==> src/rtl/bht_update_ctrl.sv <==
// bht_update_ctrl: 2-bit BHT counter table controller with a feedback FIFO, read-modify-write updates and init sweep.
// Define BHT_UPDATE_CTRL_STATS_EN to add lookup/update/stall statistics counters.
module bht_update_ctrl #(
    parameter int INDEX_W = 8,
    parameter int QDEPTH = 4,
    parameter logic [1:0] INIT_STATE = 2'b01
) (
    input  logic               clk,
    input  logic               rst,
    input  logic               flush,
    input  logic               lk_valid,
    input  logic [INDEX_W-1:0] lk_index,
    output logic               lk_ready,
    output logic               pred_valid,
    output logic               pred_taken,
    input  logic               fb_valid,
    input  logic [INDEX_W-1:0] fb_index,
    input  logic               fb_taken,
    output logic               fb_ready,
    output logic               init_busy,
    output logic               tbl_en,
    output logic               tbl_we,
    output logic [INDEX_W-1:0] tbl_addr,
    output logic [1:0]         tbl_wdata,
    input  logic [1:0]         tbl_rdata
`ifdef BHT_UPDATE_CTRL_STATS_EN
    ,
    output logic [31:0]        stat_lookups,
    output logic [31:0]        stat_updates,
    output logic [31:0]        stat_stalls
`endif
);
    localparam int PW = $clog2(QDEPTH);
    localparam logic [PW:0] QFULL = (PW+1)'(QDEPTH);

    typedef enum logic [1:0] {S_INIT, S_RUN, S_UPD_WR} state_t;

    state_t state, state_n;
    logic [INDEX_W-1:0] init_addr;
    logic [INDEX_W-1:0] q_index [QDEPTH];
    logic q_taken [QDEPTH];
    logic [PW-1:0] wr_ptr, rd_ptr;
    logic [PW:0] count;
    logic full, empty, push, pop, lk_acc;

    function automatic logic [1:0] sat(input logic [1:0] c, input logic t);
        return t ? ((c == 2'b11) ? c : c + 2'd1) : ((c == 2'b00) ? c : c - 2'd1);
    endfunction

    assign full = count == QFULL;
    assign empty = count == '0;
    assign fb_ready = !full;
    assign push = fb_valid && !full;
    assign pop = (state == S_UPD_WR) && !flush;
    assign lk_ready = (state == S_RUN) && !full;
    assign lk_acc = lk_valid && lk_ready;
    assign init_busy = state == S_INIT;
    assign pred_taken = pred_valid && tbl_rdata[1];

    always_comb begin
        state_n = state;
        tbl_en = 1'b0;
        tbl_we = 1'b0;
        tbl_addr = '0;
        tbl_wdata = 2'b00;
        case (state)
            S_INIT: begin
                tbl_en = 1'b1;
                tbl_we = 1'b1;
                tbl_addr = init_addr;
                tbl_wdata = INIT_STATE;
                state_n = (init_addr == '1) ? S_RUN : S_INIT;
            end
            S_RUN: begin
                if (lk_acc) begin
                    tbl_en = 1'b1;
                    tbl_addr = lk_index;
                end else if (!empty) begin
                    tbl_en = 1'b1;
                    tbl_addr = q_index[rd_ptr];
                    state_n = S_UPD_WR;
                end
            end
            S_UPD_WR: begin
                tbl_en = 1'b1;
                tbl_we = 1'b1;
                tbl_addr = q_index[rd_ptr];
                tbl_wdata = sat(tbl_rdata, q_taken[rd_ptr]);
                state_n = S_RUN;
            end
            default: state_n = S_INIT;
        endcase
        // Outputs must read as idle while reset is held and on the flush cycle (abandons any write).
        if (rst || flush) begin
            tbl_en = 1'b0;
            tbl_we = 1'b0;
            tbl_addr = '0;
            tbl_wdata = 2'b00;
            state_n = S_INIT;
        end
    end

    always_ff @(posedge clk or posedge rst) begin
        if (rst) begin
            state <= S_INIT;
            init_addr <= '0;
            wr_ptr <= '0;
            rd_ptr <= '0;
            count <= '0;
            pred_valid <= 1'b0;
        end else begin
            state <= state_n;
            pred_valid <= lk_acc && !flush;
            init_addr <= flush ? '0 : (state == S_INIT) ? init_addr + 1'b1 : init_addr;
            if (flush) begin
                wr_ptr <= '0;
                rd_ptr <= '0;
                count <= '0;
            end else begin
                wr_ptr <= wr_ptr + PW'(push);
                rd_ptr <= rd_ptr + PW'(pop);
                count <= count + (PW+1)'(push) - (PW+1)'(pop);
            end
        end
    end

    always_ff @(posedge clk) begin
        if (push) begin
            q_index[wr_ptr] <= fb_index;
            q_taken[wr_ptr] <= fb_taken;
        end
    end

`ifdef BHT_UPDATE_CTRL_STATS_EN
    always_ff @(posedge clk or posedge rst) begin
        if (rst) begin
            stat_lookups <= '0;
            stat_updates <= '0;
            stat_stalls <= '0;
        end else if (flush) begin
            stat_lookups <= '0;
            stat_updates <= '0;
            stat_stalls <= '0;
        end else begin
            if (lk_acc && stat_lookups != '1) stat_lookups <= stat_lookups + 1'b1;
            if (pop && stat_updates != '1) stat_updates <= stat_updates + 1'b1;
            if (lk_valid && !lk_ready && state != S_INIT && stat_stalls != '1) stat_stalls <= stat_stalls + 1'b1;
        end
    end
`endif
endmodule

==> config.mk <==
export PLATFORM = sky130hd
export DESIGN_NAME = bht_update_ctrl
export DESIGN_NICKNAME = d
export VERILOG_FILES = /design/src/rtl/bht_update_ctrl.sv
export SDC_FILE = /design/constraint.sdc
export NUM_CORES = 1
export LEC_CHECK = 0
export ABC_AREA = 0
export ABC_CLOCK_PERIOD_IN_PS = 3500
export CELL_PAD_IN_SITES_DETAIL_PLACEMENT = 1
export CELL_PAD_IN_SITES_GLOBAL_PLACEMENT = 1
export CORE_MARGIN = 2
export CORE_UTILIZATION = 43
export DETAILED_ROUTE_END_ITERATION = 10
export PLACE_DENSITY_LB_ADDON = 0.1
export SKIP_LAST_GASP = 1
export SYNTH_ARGS = -nofsm -noshare
export SYNTH_HDL_FRONTEND = slang
export SYNTH_SLANG_ARGS = --single-unit
==> constraint.sdc <==
create_clock -name clk -period 3.5 [get_ports clk]
set_input_delay 0.525 -clock clk [delete_from_list [all_inputs] [get_ports clk]]
set_output_delay 0.525 -clock clk [all_outputs]
set_load 0.05 [all_outputs]
Yosys cells after proc, flatten, opt, wreduce, memory -nomap -nowiden. Memories as Yosys holds them, arrays and structs flattened. Cells that the tools add are included.

Register bits after elaboration: 18. Bits in writable memories: 36. Bits of input ports: 24. Output and inout port bits: 17. Logic and storage cells: 64. Memories: 2.

Memories: q_index (words 4, bits a word 8, read ports 1, clocked after memory_dff 0, write ports 1, RTL line 40) `logic [INDEX_W-1:0] q_index [QDEPTH];`; q_taken (words 4, bits a word 1, read ports 1, clocked after memory_dff 0, write ports 1, RTL line 41) `logic q_taken [QDEPTH];`.

Add/subtract/negate cells: 7. Equal/unequal tests: 7. Mux-type cells: 27. Reductions and logical operators: 15.

Operator list (number): $mux 8 (5); $pmux 8 s3 (1); $mux 2 (9); $add 8x1->8 const B (1); $eq 8x8->1 const B (1); $mux 1 (8); $logic_and 1x1->1 (6); $ne 3x2->1 const B (2); $pmux 2 s3 (1); $add 2x1->2 (2); $eq 2x2->1 const B (2); $logic_not 2->1 (2); $pmux 2 s2 (1); $add 3x1->3 (1); $eq 3x3->1 const B (1); $logic_not 3->1 (1); $mux 3 (1); $sub 3x1->3 (1); $add 2x1->2 const B (1); $eq 2x1->1 const B (1); $logic_not 1->1 (2); $pmux 1 s2 (1); $reduce_and 2->1 (1); $reduce_bool 2->1 (1); other kinds (3) (3).

Logic depth before layout (Yosys ltp).
Depth in word-level cells: 7. Depth in mapped cells: 13. Mapped depth without buffers: 12.

Worst setup path after synthesis. OpenSTA, ideal clock, no wires.

Kind: reg-to-output. Start: register state[0]. End: output tbl_addr[0]. Arrival: 2462 ps. Data required time: 2975 ps. Setup slack: 513 ps. Cell stages (with the launch flop): 5. Buffers on the path: 1. Cell sequence: dfrtp_1 -> clkbuf_1 -> nor2_1 -> a222oi_1 -> nor2_1.

Elaborated cells between the ends (all ways): 8. Classes of those cells: eq/ne (2); mux (3); reduce/logical (3).

RTL lines: from (decl) (RTL line 38) `state_t state, state_n;`; from (signal assigned) (RTL line 112) `state <= state_n;`; $logic_not 2->1; via init_busy (RTL line 20) `output logic init_busy,`; $pmux 8 s3 (RTL line 66) `case (state)`; $mux 8 (RTL line 94) `if (rst || flush) begin`; to (decl) (RTL line 23) `output logic [INDEX_W-1:0] tbl_addr,`.

The timed path passes the listed nets, and every way through them passes these cells.

Worst setup path in the final report.
Start: input flush. End: output tbl_addr[3].

Cells in the longest elaborated chain, start to end: 2.

RTL lines: from (decl) (RTL line 10) `input logic flush,`; $logic_or 1x1->1 (RTL line 94); $mux 8 (RTL line 94).

No other way between the ends.

==> impl_metrics.json <==
{
  "dp_slack_ps": 488,
  "fin_skew_ps": 11.2,
  "hp-start": "init_addr[2]",
  "post-cts-setup-buffers": 0,
  "synth_top_area_share_pct": 42.9,
  "grt_pass1_vias": 1802,
  "fmax_mhz": 337,
  "ant_nets": 0,
  "cts_tree": "built",
  "path_clk_slew_ps": 110,
  "dp_cells": 291,
  "syn-num-nets": 213,
  "numCtsBuffers": 5,
  "dieArea_um2": 6490,
  "ys_types": 40,
  "initial_utilization_pct": 45.2,
  "post_cts_resized": 0,
  "finish.utilization_pct": 56.7,
  "maxCapViolations": 0,
  "setup_violations": 0,
  "p_leak_nw": 1.19,
  "fin_tns_setup_ps": 0,
  "synth_edf_count": 36,
  "coreArea_um2": 5570,
  "slew_headroom_pct": 37.0,
  "clock_sinks": 54,
  "wl_um": 5650,
  "vdd_drop_max_uv": 312,
  "nets": 256,
  "die_w_um": 80.5,
  "drv_slew": 0,
  "startpoint": "flush",
  "status": "finished clean",
  "yosysWarnings": 0,
  "syn_to_final_growth_pct": 25.6,
  "grt_pass1_wl_um": 9110,
  "avgSynthCellArea_um2": 13.8,
  "ios": 41,
  "hold_path.class": "reg -> reg",
  "synthesis.area_um2": 2520,
  "async_flop_share_pct": 33.3,
  "finalCritPeriodShare_pct": 84.7,
  "instances_no_fill": 299,
  "synth_seq_cells": 54,
  "num_rows": 27,
  "drt_iter0_markers": 82,
  "first_pass_iters": 4,
  "clock_latency_ps": 300,
  "dieHeight_um": 80.5,
  "rsz0062_at_grt": "false",
  "vias": 1622,
  "gp_congestion": 0.827,
  "synthFlopType": "edfxtp_1",
  "finalWorstSetupSlack_ps": 536,
  "crit_required_ps": 2970,
  "crit_fanout": 11,
  "diodes": 0,
  "path_class": "in -> out",
  "tightest_slew_ps": 942,
  "critPathCaptureType": "output port",
  "grt_start_max_net_pins": 19,
  "synth.largest_area_cell": "edfxtp_1",
  "wl_per_cell_um": 18.9,
  "clk_path_buf_depth": 2,
  "drive_gt1_share_pct": 13.2,
  "avgViaCountPerCell": 5.42,
  "cellPowerDensity_nw_per_um2": 428,
  "grt_usage_pct": 19.1,
  "r2r-start": "count[1]",
  "postSynthCellCount": 183,
  "port_buffers": 40,
  "yosys-top-cells-area": "edfxtp_1, dfrtp_1, mux4_1",
  "cts.htree.levels": 2,
  "overflow": 0,
  "power_mw": 1.35,
  "synth-seq-area-share_pct": 60.8,
  "fin_crit_ps": 2960,
  "hold_viol": 0,
  "cts-root-buf": "clkbuf_8",
  "critical_path_arrival_ps": 2440,
  "holdBufCountCts": 0,
  "cp-start-kind": "primary input",
  "drc": 0,
  "dp_hpwl_um": 4320,
  "grt_antenna_before_repair": 0
}
[synthesized netlist by cell type (2+ instances only)]
| cell | n |
|---|---|
| o21ai_0 | 5 |
| or3_1 | 2 |
| a21oi_1 | 3 |
| mux4_2 | 3 |
| nand3_1 | 3 |
| and3_1 | 3 |
| nand2_1 | 9 |
| nor2_1 | 21 |
| xnor2_1 | 6 |
| nor3b_2 | 2 |
| and2_1 | 3 |
| nand4_1 | 2 |
| inv_1 | 11 |
| dfrtp_1 | 18 |
| o211a_1 | 2 |
| a222oi_1 | 4 |
| nor2b_1 | 5 |
| xor2_1 | 4 |
| o31ai_1 | 2 |
| edfxtp_1 | 36 |
| mux4_1 | 6 |
| maj3_2 | 2 |
| ha_1 | 5 |
| buf_2 | 2 |
| clkbuf_1 | 5 |
| a211oi_1 | 2 |
| nor3_1 | 4 |
[registers in the layout, summed over array words and instances (netlist names)]
name / flops
count: 3
init_addr: 8
pred_valid: 1
q_index: 32
q_taken: 4
rd_ptr: 2
state: 2
wr_ptr: 2
[where the power goes]
part,leakage [nW],internal [mW],switching (mW)
Combinational,0.574,0.102,0.133
Sequential,0.576,0.743,0.0279
Clock,0.0422,0.141,0.205
[final timing paths]
| check | to | slack (ps) | cells past startpoint |
|---|---|---|---|
| hold / removal | init_addr[2] | 550 | 2 |
| setup reg to reg | count[2] | 720 | 12 |
| min in group asynchronous | init_addr[4] | 720 | 2 |
| hold reg to reg | init_addr[2] | 550 | 2 |
| max in group asynchronous | rd_ptr[1] | 2300 | 2 |
| setup / recovery | tbl_addr[3] | 540 | 5 |
[metal layers]
metal  wire length (um)  GRT usage, %
met5                  0             0
met4                 19          3.90
met3                139          3.93
met2               3060          33.9
met1               2440          24.1
[critical path, stage by stage]
cell             delay [ps]
clkdlybuf4s50_1         630
nor2_1                  500
nand2_1                 290
nor2_1                  310
buf_12                  180
[cells in the final DEF, fill, tap and decap left out, types with 3 or more instances in the layout]
cell | synthesis | routed
nand2_1 | 9 | 9
mux4_1 | 6 | 6
mux4_2 | 3 | 3
ha_1 | 5 | 5
inv_1 | 11 | 11
buf_4 | 0 | 6
clkbuf_8 | 0 | 5
xor2_1 | 4 | 4
dfrtp_1 | 18 | 18
and2_1 | 3 | 3
edfxtp_1 | 36 | 36
clkdlybuf4s50_1 | 0 | 30
o21ai_0 | 5 | 5
a222oi_1 | 4 | 4
a21oi_1 | 3 | 3
and3_1 | 3 | 3
nor2b_1 | 5 | 5
nor2_1 | 21 | 21
nand3_1 | 3 | 3
xnor2_1 | 6 | 6
buf_12 | 0 | 8
nor3_1 | 4 | 4
[per-stage QoR]
step,cell area [um^2],hold slack [ps]
floorplan,2520,464
global placement,3070,523
detailed placement,3070,538
CTS,3160,562
global route,3160,605
finish,3160,553
[final cells by class]
| type | instances | area, um^2 |
|---|---|---|
| repair buffers | 44 | 505 |
| inverters | 11 | 41.3 |
| fillers | 552 | 2410 |
| clock inverters | 3 | 20.0 |
| flip-flops and latches | 54 | 1530 |
| clock buffers | 5 | 68.8 |
| multi-input cells | 110 | 906 |
| well taps | 72 | 90.1 |
[cells by family (layout without fill, tap and decap cells)]
logic type | after synthesis | after routing | synth area share (%)
buf+inv | 19 | 63 | 3.23
xor+xnor | 10 | 10 | 3.48
fa+ha+maj | 8 | 8 | 4.17
compound gates | 25 | 25 | 7.55
flops | 54 | 54 | 60.8
simple gates | 58 | 58 | 11.8
mux | 9 | 9 | 8.94
(Power assumes the default switching activity.)
